File: config.mk
export PLATFORM = sky130hd
export DESIGN_NAME = bin2bcd_seq
export DESIGN_NICKNAME = d
export VERILOG_FILES = /design/src/rtl/bin2bcd_seq.sv
export SDC_FILE = /design/constraint.sdc
export NUM_CORES = 1
export LEC_CHECK = 0
export CAP_MARGIN = 25
export CELL_PAD_IN_SITES_DETAIL_PLACEMENT = 0
export CELL_PAD_IN_SITES_GLOBAL_PLACEMENT = 2
export CORE_UTILIZATION = 37
export CTS_BUF_LIST = sky130_fd_sc_hd__clkbuf_16
export DETAILED_ROUTE_END_ITERATION = 16
export HOLD_SLACK_MARGIN = 0.1
export PLACE_DENSITY_LB_ADDON = 0.1
export SLEW_MARGIN = 10
export SYNTH_ARGS = -nofsm -noshare
export SYNTH_HDL_FRONTEND = slang
export SYNTH_SLANG_ARGS = --single-unit
export TNS_END_PERCENT = 100
File: constraint.sdc
create_clock -name clk -period 4.9 [get_ports clk]
set_clock_uncertainty 0.15 [all_clocks]
set_input_delay 0.98 -clock clk [delete_from_list [all_inputs] [get_ports clk]]
set_output_delay 0.98 -clock clk [all_outputs]
set_load 0.005 [all_outputs]
File: src/rtl/bin2bcd_seq.sv
// Sequential binary-to-BCD converter using the double-dabble algorithm, one
// bit per clock. Optional two's-complement input with the sign reported apart.
module bin2bcd_seq #(
  parameter int WIDTH  = 8,
  parameter int DIGITS = 3,
  parameter int SIGNED = 0
) (
  input  logic                  clk,
  input  logic                  rst,
  input  logic                  start,
  input  logic [WIDTH-1:0]      bin_in,
  output logic                  busy,
  output logic                  done,
  output logic [4*DIGITS-1:0]   bcd_out,
  output logic                  sign_out
);

  localparam int BCD_W = 4 * DIGITS;
  localparam int CNT_W = $clog2(WIDTH + 1);

  // Saturates well above 2^32 so large DIGITS values cannot overflow.
  function automatic longint unsigned pow10_sat(input int n);
    longint unsigned r;
    r = 64'd1;
    for (int i = 0; i < n; i++) begin
      if (r < (64'd1 << 40)) r = r * 64'd10;
    end
    return r;
  endfunction

  localparam longint unsigned MAX_MAG = (SIGNED != 0) ? (64'd1 << (WIDTH - 1))
                                                      : ((64'd1 << WIDTH) - 64'd1);

  generate
    if (WIDTH < 4 || WIDTH > 32 || DIGITS < 1 || pow10_sat(DIGITS) <= MAX_MAG) begin : g_bad_cfg
      $error("bin2bcd_seq: DIGITS too small for WIDTH/SIGNED, or WIDTH out of 4..32");
    end
  endgenerate

  typedef enum logic {IDLE, SHIFT} state_t;

  state_t             state_q, state_d;
  logic [WIDTH-1:0]   shift_q, shift_d;
  logic [BCD_W-1:0]   scratch_q, scratch_d;
  logic [CNT_W-1:0]   cnt_q, cnt_d;
  logic               busy_q, busy_d;
  logic               done_q, done_d;
  logic [BCD_W-1:0]   bcd_q, bcd_d;
  logic               sign_q, sign_d;
  logic               sign_pend_q, sign_pend_d;

  logic               is_neg;
  logic [WIDTH:0]     neg_ext;
  logic [WIDTH-1:0]   mag;
  logic [BCD_W-1:0]   adj;
  logic [BCD_W-1:0]   step_scratch;
  logic [WIDTH-1:0]   step_shift;

  // Negation is one bit wider so the most-negative input yields 2^(WIDTH-1).
  always_comb begin
    is_neg  = (SIGNED != 0) && bin_in[WIDTH-1];
    neg_ext = -{bin_in[WIDTH-1], bin_in};
    mag     = is_neg ? WIDTH'(neg_ext) : bin_in;
  end

  // One double-dabble step: correct digits >= 5, then shift the pair left.
  always_comb begin
    for (int i = 0; i < DIGITS; i++) begin
      adj[4*i +: 4] = (scratch_q[4*i +: 4] >= 4'd5) ? scratch_q[4*i +: 4] + 4'd3
                                                    : scratch_q[4*i +: 4];
    end
    step_scratch = BCD_W'({adj, shift_q[WIDTH-1]});
    step_shift   = {shift_q[WIDTH-2:0], 1'b0};
  end

  always_comb begin
    // NOTE: every target gets a default first so no path infers a latch.
    state_d     = state_q;
    shift_d     = shift_q;
    scratch_d   = scratch_q;
    cnt_d       = cnt_q;
    busy_d      = busy_q;
    done_d      = 1'b0;
    bcd_d       = bcd_q;
    sign_d      = sign_q;
    sign_pend_d = sign_pend_q;
    unique case (state_q)
      IDLE: begin
        if (start) begin
          shift_d     = mag;
          scratch_d   = '0;
          cnt_d       = CNT_W'(WIDTH);
          busy_d      = 1'b1;
          sign_pend_d = is_neg;
          state_d     = SHIFT;
        end
      end
      SHIFT: begin
        shift_d   = step_shift;
        scratch_d = step_scratch;
        cnt_d     = cnt_q - CNT_W'(1);
        if (cnt_q == CNT_W'(1)) begin
          bcd_d   = step_scratch;
          sign_d  = sign_pend_q;
          done_d  = 1'b1;
          busy_d  = 1'b0;
          state_d = IDLE;
        end
      end
      default: state_d = IDLE;
    endcase
  end

  // NOTE: state updates use <= so every flop samples pre-edge values together.
  always_ff @(posedge clk or posedge rst) begin
    if (rst) begin
      state_q     <= IDLE;
      shift_q     <= '0;
      scratch_q   <= '0;
      cnt_q       <= '0;
      busy_q      <= 1'b0;
      done_q      <= 1'b0;
      bcd_q       <= '0;
      sign_q      <= 1'b0;
      sign_pend_q <= 1'b0;
    end else begin
      state_q     <= state_d;
      shift_q     <= shift_d;
      scratch_q   <= scratch_d;
      cnt_q       <= cnt_d;
      busy_q      <= busy_d;
      done_q      <= done_d;
      bcd_q       <= bcd_d;
      sign_q      <= sign_d;
      sign_pend_q <= sign_pend_d;
    end
  end

  assign busy     = busy_q;
  assign done     = done_q;
  assign bcd_out  = bcd_q;
  assign sign_out = sign_q;

endmodule
* Word-level counts from Yosys, hierarchy flattened *
Index checks and enable logic that the tools add are counted.

cells by class
  bitwise gates (word level) = 1
  mux-type cells = 17
  reduce and logical (&&, ||, !) cells = 2
  equality and inequality tests = 3
  add/sub/neg operators = 4
  order comparisons = 3

operators by type and width
  cell                   number
  $pmux W12 S2           1
  $pmux W8 S2            1
  $ge A4 B3 Y1 const B   3
  $mux W12               1
  $mux W4                3
  $add A4 B2 Y4 const B  2
  $mux W8                1
  $pmux W4 S2            1
  $mux W1                6
  $eq A4 B1 Y1 const B   1
  $pmux W1 S2            2
  $reduce_and A2 Y1      2
  $sub A4 B1 Y4 const B  1
  $add A3 B2 Y3 const B  1
  $mux W3                1
  $ne A2 B1 Y1 const B   1
  $ne A2 B2 Y1 const B   1
  $not A1 Y1             1

word-level totals
  output and inout port bits = 15
  input port bits = 11
  logic and storage cells = 37
  flip-flop bits (word level) = 39

* Longest topological paths before layout *
Gate-level depths: netlist (run 1).

  depth in word-level cells = 3
  depth in mapped cells = 7

* Worst setup path after synthesis (run 1) *
OpenSTA, ideal clock, no wires.

  kind = input to register
  start = input start
  end = register cnt_q[2]
  library setup time = 0.137 ns
  data arrival time = 1.613 ns
  data required time = 4.613 ns
  buffers on the path = 2
  slack = 3.000 ns
  stages = 3
  cells stage by stage = buf_2 clkbuf_1 o22ai_1

on the way
  word-level cells in the longest chain between the ends = 1

RTL lines
  what                           line  RTL
  from (decl)                    10    input logic start,
  $ne A2 B2 Y1 (no source line)  -
  to (signal assigned)           130   cnt_q <= cnt_d;
  to (decl)                      45    logic [CNT_W-1:0] cnt_q, cnt_d;

Every way passes these cells.
A chain may end at the register's enable or synchronous reset.

* Worst setup path in the final report (run 1) *
  start = input start
  end = register cnt_q[3]

Same word-level chain as after synthesis.

==> results of run 1 <==
[logic make-up (layout without fill, tap and decap cells)]
kind of cell / count (synthesis) / in the layout / synth area share
adders and majority gates: 8 / 8 / 0.0543
AOI/OAI and AO/OA: 44 / 44 / 0.135
muxes: 13 / 13 / 0.0733
DFF: 39 / 39 / 0.530
buffers and inverters: 22 / 45 / 0.0604
and+or+nand+nor: 51 / 51 / 0.126
xor gates and xnor gates: 4 / 4 / 0.0190
other: 1 / 1 / 0.00203
[layout make-up]
class	instances	area [µm²]	area share
Inverter	12	50.0	0.0220
Timing Repair Buffer	25	248	0.109
Sequential cell	39	976	0.429
Multi-Input combinational cell	121	756	0.332
Tap cell	67	83.8	0.0368
Clock buffer	5	125	0.0549
Clock inverter	3	38.8	0.0170
[state kept, by name, indices dropped and copies added, names as in the netlist]
register and cells:
shift_q 8, done 1, scratch_q 12, bcd_out 12, state_q 1, cnt_q 4
busy 1
[worst min-delay path, delay by kind of cell, from the launching register on]
kind / cells / cell delay (ps)
AO/OA/AOI/OAI: 1 / 60
AND/OR/NAND/NOR: 1 / 50
flip-flops: 1 / 340
[power by group through the flow]
stage	Combinational, W	Sequential [W]	Clock [W]
after floorplan	0.000425	0.000545	0
after global placement	0.000564	0.000576	0
after detailed placement	0.000582	0.000583	0
after CTS	0.000583	0.000577	0.000365
after global routing	0.000656	0.000598	0.000380
final	0.000573	0.000574	0.000356
[layout by cell type, fill, tap and decap left out, drive strengths merged, types with 2 or more instances in the layout]
cell	instances
xnor2	4
nor3b	4
inv	11
clkbuf	5
o22ai	9
a21oi	10
mux2i	9
o21ai	20
clkinv	3
ha	8
or3	2
nand2b	3
dfrtp	39
nor3	2
clkdlybuf4s50	24
mux2	4
nor2	6
nand2	32
[routing by layer]
layer	vias to the layer above	routed length, µm
met4	0	49
met3	6	143
met1	617	1620
met2	28	1500
met5	-	0
li1	659	-
[final timing paths]
path                       startpoint  depth (start not counted)          to
setup / recovery                start                          4    cnt_q[3]
hold / removal             bcd_out[1]                          2  bcd_out[1]
setup reg to reg              state_q                          4  bcd_out[9]
hold reg to reg            bcd_out[1]                          2  bcd_out[1]
max in group asynchronous         rst                          3  bcd_out[0]
min in group asynchronous         rst                          3  bcd_out[9]
[metrics by stage]
stage	hold slack, ps	total power (W)	cells	instance area (µm²)	worst slack [ps]
after global routing	345	0.00164	272	2280	2000
after detailed placement	324	0.00117	264	2110	1830
after global placement	310	0.00114	264	2110	1920
final	329	0.00150	272	2280	2140
after CTS	337	0.00153	272	2280	2130
after floorplan	299	0.000970	182	1840	2880
==> flow_metrics.py, run 1 <==
metrics = {
    "run_status": {
        "status": "finished clean",
    },
    "clock_tree": {
        "clock_latency_ps": 270,
        "clockBufferDepth": 2,
        "cts_root_buf": "clkbuf_16",
        "ctsHtreeMaxLevel": 2,
        "cts_made_buffers": 5,
        "cts_tree": "done",
        "cts_resized": 0,
        "clk_pin_slew_ps": 60,
        "post-cts-setup-buffer-count": 0,
        "cts.sinks": 39,
        "cts_hold_buf": 0,
    },
    "synth": {
        "synth_cell_types": 32,
        "syn_avg_cell_area_um2": 10.1,
        "syn_nets": 201,
        "synth-seq-cells": 39,
        "synthMostInstantiatedCell": "dfrtp_1",
        "ys_seq_area_frac": 0.530,
        "synthesis.area_um2": 1840,
        "synth-main-ff-cell": "dfrtp_1",
        "synthArstFlopShare": 1.00,
        "synth_edf_count": 0,
        "yosysTopAreaCell": "dfrtp_1",
        "synth.top_cell.area_share": 0.530,
        "synth_area_leaders": "dfrtp_1, nand2_1, ha_1",
        "synthTopCellsByCount": "dfrtp_1, nand2_1, o21ai_0, a21oi_1, inv_1",
        "syn_inst": 182,
        "ys.warnings.count": 0,
    },
    "sta": {
        "hold_violations": 0,
        "period_needed_ps": 2760,
        "report.final.slew_viol_count": 0,
        "setup_viol": 0,
        "rsz0062_at_grt": "no",
        "fmax_mhz": 362,
        "tns_ps": 0,
        "slew_headroom": 0.347,
        "fin_crit_sh": 0.564,
        "worstMarginPinSlew_ps": 976,
    },
    "pwr": {
        "power_density_nw_per_um2": 660,
        "netSwitchingPower_w": 0.000506,
        "p_sw_frac": 0.337,
        "power_frac_clock": 0.237,
        "p_seq_frac": 0.382,
        "p_comb_frac": 0.381,
        "p_leak_nw": 1.02,
        "max-vdd-ir-drop_mv": 0.209,
        "p_int_w": 0.000997,
    },
    "critical_path": {
        "cp_data_required_time_ps": 4910,
        "reg2reg_slack_ps": 2210,
        "critical_path.max_fanout": 21,
        "critPathTopFamily": "buffers and inverters",
        "critPathLaunchType": "primary input",
        "worst_path_max_delay_cell": "clkdlybuf4s50_1",
        "worst-setup-path-type": "primary input to flip-flop",
        "critPathArrivalTime_ps": 2770,
        "critPathBufInv": 1,
        "max_stage_delay_ps": 920,
        "worstPathCellList": "clkdlybuf4s50_1, nor2_1, a21oi_1, o22a_1",
        "worstSetupEndpointType": "flip-flop",
    },
    "grt": {
        "gr-usage-met2": 0.232,
        "grt_pass1_wl_mm": 5.73,
        "use_met1": 0.186,
        "overflow": 0,
        "busiest_layer": "met2",
        "antenna_found_initial": 0,
        "grt_start_max_net_pins": 40,
        "first_global_vias": 1250,
        "grt_usage": 0.143,
        "grt_use_met3": 0.0373,
    },
    "routing": {
        "drt-wirelength-per-cell_um": 12.2,
        "routed_via_density": 4.82,
        "ant_nets": 0,
        "drc_errors": 0,
        "vias": 1310,
        "wl_mm": 3.31,
        "drt_iter0_drc": 41,
        "dr.pass1.iters": 4,
    },
    "final_layout": {
        "fin_nets": 223,
        "drive_above_1_share": 0.0683,
        "n_antenna_cell": 0,
        "nFillCells": 462,
        "syn_to_final_growth_pct": 23.6,
        "fin_util": 0.479,
    },
    "job": {
        "max_cap_violations": 0,
    },
    "die": {
        "core.rowCount": 25,
        "die_y_um": 72.6,
        "coreArea_um2": 4750,
        "initial_core_util": 0.388,
        "ioPinCount": 26,
        "die_w_um": 72.6,
        "design.die.area_um2": 5270,
    },
    "place": {
        "portBuffers": 24,
        "gp_congestion": 0.753,
        "hpwl_mm": 2.29,
    },
    "worst_hold_path": {
        "hp-class": "flip-flop to flip-flop",
    },
}
Note: power is estimated with default switching activity, not from simulation.
==> inputs of run 2 (changes only) <==
- CORE_UTILIZATION: 37 -> 34
- clock period: 4.9 -> 2.6 ns (I/O delays scaled with it)
==> run 2 against run 1 <==
- sequential share of layout area decreased by 0.14 points
- global-route usage about the same
- first-iteration DRC count is 49% higher
- critical path type is now flip-flop to flip-flop
- critical endpoint is now bcd_out[9]
- highest routed layer unchanged
- worst hold slack got worse by 4.5 ps
- routed wire length up 7.3%
- count of clock-buffer cells in the layout did not move
- via count up 2.2%
- register-to-register slack got worse by 1500 ps
==> flow_metrics.py, run 2 (synthesis gave the netlist of run 1 again) <==
metrics = {
    "routing": {
        "wl_mm": 3.55,
        "drt_iter0_drc": 61,
        "drc_errors": 0,
        "drt-wirelength-per-cell_um": 12.7,
        "routed_via_density": 4.80,
        "dr.pass1.iters": 4,
        "ant_nets": 0,
        "vias": 1339,
    },
    "critical_path": {
        "reg2reg_from": "cnt_q[1]",
        "critical_path.max_fanout": 18,
        "critPathArrivalTime_ps": 1920,
        "reg2reg_slack_ps": 690,
        "cp_data_required_time_ps": 2610,
        "r2r_end": "bcd_out[9]",
        "critPathLaunchType": "flip-flop",
        "reg2reg_depth": 5,
        "worstSetupEndpointType": "flip-flop",
        "worst-setup-path-type": "flip-flop to flip-flop",
    },
    "sta": {
        "rsz0062_at_grt": "no",
        "tns_ps": 0,
        "setup_viol": 0,
        "period_needed_ps": 1910,
        "report.final.slew_viol_count": 0,
        "fin_crit_sh": 0.734,
        "setup_ws_ps": 691,
        "hold_violations": 0,
        "fmax_mhz": 524,
    },
    "place": {
        "hpwl_mm": 2.56,
        "portBuffers": 24,
        "pre_cts_slack_ps": 675,
        "post_dp_cell_area_um2": 2150,
        "gp_congestion": 0.746,
    },
    "grt": {
        "grt_usage": 0.144,
        "grt_start_max_net_pins": 40,
        "overflow": 0,
        "grt_pass1_wl_mm": 5.95,
        "antenna_found_initial": 0,
        "first_global_vias": 1258,
    },
    "die": {
        "ioPinCount": 26,
        "die_w_um": 75.6,
        "die_y_um": 75.6,
        "coreArea_um2": 5170,
        "design.die.area_um2": 5720,
        "initial_core_util": 0.356,
        "core.rowCount": 26,
    },
    "final_layout": {
        "stdcell_area_um2": 2280,
        "nFillCells": 493,
        "fin_nets": 227,
        "syn_to_final_growth_pct": 24.0,
        "layout.cells.most_common_list": "dfrtp_1, nand2_1, clkdlybuf4s50_1",
        "drive_above_1_share": 0.0813,
        "fin_util": 0.442,
        "n_antenna_cell": 0,
        "final_common_cell": "dfrtp_1",
    },
    "clock_tree": {
        "cts.sinks": 39,
        "cts_hold_buf": 0,
        "post-cts-setup-buffer-count": 0,
        "cts_root_buf": "clkbuf_16",
        "cts_made_buffers": 5,
        "clk_pin_slew_ps": 60,
        "cts_resized": 0,
        "cts_tree": "done",
        "clockBufferDepth": 2,
        "clock_latency_ps": 280,
        "ctsHtreeMaxLevel": 2,
    },
    "pwr": {
        "max-vdd-ir-drop_mv": 0.393,
        "power_density_nw_per_um2": 1220,
        "p_leak_nw": 1.03,
        "fin_total_pwr_w": 0.00278,
    },
    "worst_hold_path": {
        "hold_depth": 2,
        "hp-class": "flip-flop to flip-flop",
        "hold_end": "bcd_out[8]",
        "min_from": "bcd_out[8]",
    },
    "job": {
        "max_cap_violations": 0,
    },
    "run_status": {
        "status": "finished clean",
    },
}
-- run 2: cell types whose count changed in the layout (fill, tap and decap cells not counted), sizes merged --
cell | before | now
buf | 1 | 5
inv | 11 | 13
clkinv | 3 | 2
bufinv | 1 | 0
-- run 2: layout make-up --
type	count	area (µm²)	share of cell area
clock inverter	3	12.5	0.00548
tap	70	87.6	0.0383
sequential	39	976	0.427
multi-input combinational	121	756	0.331
timing repair buffer	29	278	0.122
clock buffer	5	125	0.0548
inverter	12	50.0	0.0219
-- run 2: metrics by stage --
step                cells  hold WS [ps]
detailed placement    271           320
global placement      271           312
CTS                   279           333
finish                279           324
global route          279           351
floorplan             182           299
-- run 2: worst max-delay path, cell delays in order (launching register included) --
cell	delay, ps
dfrtp_1	390
inv_1	80
ha_1	140
or4b_4	590
clkinv_4	130
mux2_1	320
-- run 2: worst max-delay path by stage --
stage          slack, ps  cells past startpoint      from     endpoint
6_report             690                      5  cnt_q[1]   bcd_out[9]
5_1_grt              610                      5  cnt_q[1]   bcd_out[9]
4_1_cts              670                      5  cnt_q[1]   bcd_out[9]
3_5_place_dp         670                      4     start     cnt_q[3]
3_3_place_gp         670                      4     start     cnt_q[3]
2_1_floorplan        820                      6  cnt_q[1]  bcd_out[10]
-- run 2: report_power, final --
| group | internal, W | switching [W] | total [W] | leakage, nW |
|---|---|---|---|---|
| clock network | 0.000346 | 0.000222 | 0.000568 | 0.0762 |
| logic | 0.000581 | 0.000571 | 0.00115 | 0.464 |
| registers | 0.000871 | 0.000190 | 0.00106 | 0.493 |
| total | 0.00180 | 0.000983 | 0.00278 | 1.03 |
-- run 2: layer usage --
layer | up-vias | global-route usage | wire, µm
met1 | 637 | 0.187 | 1620
met5 | - | 0 | 0
met3 | 4 | 0.0423 | 152
li1 | 667 | - | -
met4 | 0 | 0.0494 | 40
met2 | 31 | 0.229 | 1740
==> inputs of run 3 (changes only) <==
- clock period: 2.6 -> 1.9 ns (I/O delays scaled with it)
==> run 3 against run 2 <==
- combinational power up 40%
- register-to-register slack lost 570 ps
- final area grew 1.4%
- sequential cell count did not move
- first-iteration DRC count is 6.6% lower
- via count stayed put
- worst hold slack got worse by 13 ps
- critical path depth is 1 higher
- largest cell class unchanged
- largest power group unchanged
- highest routed layer unchanged
==> flow_metrics.py, run 3 (synthesis gave the netlist of run 1 again) <==
metrics = {
    "run_status": {
        "status": "finished clean",
    },
    "sta": {
        "fin_crit_sh": 0.935,
        "rsz0062_at_grt": "no",
        "report.final.slew_viol_count": 0,
        "fmax_mhz": 563,
        "period_needed_ps": 1780,
        "hold_violations": 0,
        "tns_ps": 0,
        "setup_viol": 0,
    },
    "final_layout": {
        "drive_above_1_share": 0.105,
        "layout.cells.most_common_list": "dfrtp_1, nand2_1, clkdlybuf4s50_1",
        "stdcell_area_um2": 2320,
        "syn_to_final_growth_pct": 25.7,
        "final_common_cell": "dfrtp_1",
        "n_antenna_cell": 0,
        "nFillCells": 488,
        "final_cells": 279,
        "fin_nets": 229,
    },
    "die": {
        "die_w_um": 75.6,
        "initial_core_util": 0.356,
        "ioPinCount": 26,
        "design.die.area_um2": 5720,
        "coreArea_um2": 5170,
        "die_y_um": 75.6,
        "core.rowCount": 26,
    },
    "critical_path": {
        "critPathArrivalTime_ps": 1820,
        "reg2reg_slack_ps": 120,
        "worstSetupEndpointType": "flip-flop",
        "r2r_end": "scratch_q[2]",
        "reg2reg_depth": 6,
        "reg2reg_from": "scratch_q[0]",
        "worst-setup-path-type": "flip-flop to flip-flop",
        "cp_data_required_time_ps": 1940,
        "critical_path.max_fanout": 3,
        "critPathLaunchType": "flip-flop",
    },
    "pwr": {
        "max-vdd-ir-drop_mv": 0.471,
        "fin_total_pwr_w": 0.00382,
        "p_leak_nw": 1.04,
        "power_density_nw_per_um2": 1650,
    },
    "routing": {
        "vias": 1339,
        "routed_via_density": 4.80,
        "wl_mm": 3.62,
        "ant_nets": 0,
        "drt-wirelength-per-cell_um": 13.0,
        "dr.pass1.iters": 4,
        "drt_iter0_drc": 57,
        "drc_errors": 0,
    },
    "grt": {
        "grt_use_met3": 0.0397,
        "use_met1": 0.197,
        "antenna_found_initial": 0,
        "first_global_vias": 1320,
        "grt_usage": 0.153,
        "overflow": 0,
        "grt_pass1_wl_mm": 6.22,
        "busiest_layer": "met2",
        "gr-usage-met2": 0.245,
        "grt_start_max_net_pins": 40,
    },
    "place": {
        "placed_cells": 273,
        "gp_congestion": 0.770,
        "portBuffers": 24,
        "hpwl_mm": 2.57,
        "post_dp_cell_area_um2": 2170,
    },
    "job": {
        "max_cap_violations": 0,
    },
    "clock_tree": {
        "clockBufferDepth": 2,
        "cts.sinks": 39,
        "cts_tree": "done",
        "ctsHtreeMaxLevel": 2,
        "cts_made_buffers": 5,
        "clk_pin_slew_ps": 50,
        "cts_root_buf": "clkbuf_16",
        "cts_hold_buf": 0,
        "clock_latency_ps": 270,
    },
    "worst_hold_path": {
        "hp-class": "primary input to async pin",
    },
}
run 3: cell count changes in the layout (fill, tap and decap cells not counted), sizes merged:
cell / previous run / this run
buf: 5 / 7
clkinv: 2 / 1
inv: 13 / 12
run 3: power breakdown:
part / switching, W / internal [W]
registers: 0.000258 / 0.00119
clock network: 0.000286 / 0.000466
logic: 0.000791 / 0.000823
run 3: through the flow:
stage	hold WS, ps	setup slack (ps)	utilization
3_3_place_gp	312	146	0.420
4_1_cts	322	71.1	0.445
5_1_grt	354	13.9	0.448
2_1_floorplan	299	118	-
6_report	311	123	0.448
3_5_place_dp	319	82.2	0.420
run 3: worst max path at each step:
stage                 startpoint            to  slack (ps)  cells past startpoint
finish              scratch_q[0]  scratch_q[2]         120                      6
CTS                 scratch_q[0]  scratch_q[2]          70                      6
detailed placement  scratch_q[0]  scratch_q[2]          80                      6
global placement    scratch_q[0]  scratch_q[2]         150                      6
global route        scratch_q[0]  scratch_q[2]          10                      6
floorplan               cnt_q[1]   bcd_out[10]         120                      6
run 3: what timing repair did:
item / 4_1_cts / 5_1_grt
setup endpoints to repair: 0 / 4
gates resized for setup: 0 / 4
setup buffers: 0 / 0
run 3: worst max-delay path, cell delays in order (launching register included):
cell and delay [ps]:
dfrtp_1 400, inv_1 130, ha_2 210, nand2b_1 90, a21oi_2 190, mux2_2 380
o22ai_1 160
run 3: area by class of cell:
| class | instances | area (µm²) | share of cell area |
|---|---|---|---|
| sequential | 39 | 976 | 0.421 |
| inverter | 12 | 50.0 | 0.0216 |
| timing repair buffer | 31 | 305 | 0.132 |
| clock buffer | 5 | 125 | 0.0540 |
| multi-input combinational | 121 | 769 | 0.332 |
| tap | 70 | 87.6 | 0.0378 |
| clock inverter | 1 | 3.75 | 0.00162 |
run 3: metal layers:
| metal | vias up | part of all wire |
|---|---|---|
| li1 | 674 | - |
| met5 | - | 0 |
| met1 | 629 | 0.47 |
| met2 | 32 | 0.49 |
| met3 | 4 | 0.039 |
| met4 | 0 | 0.0069 |
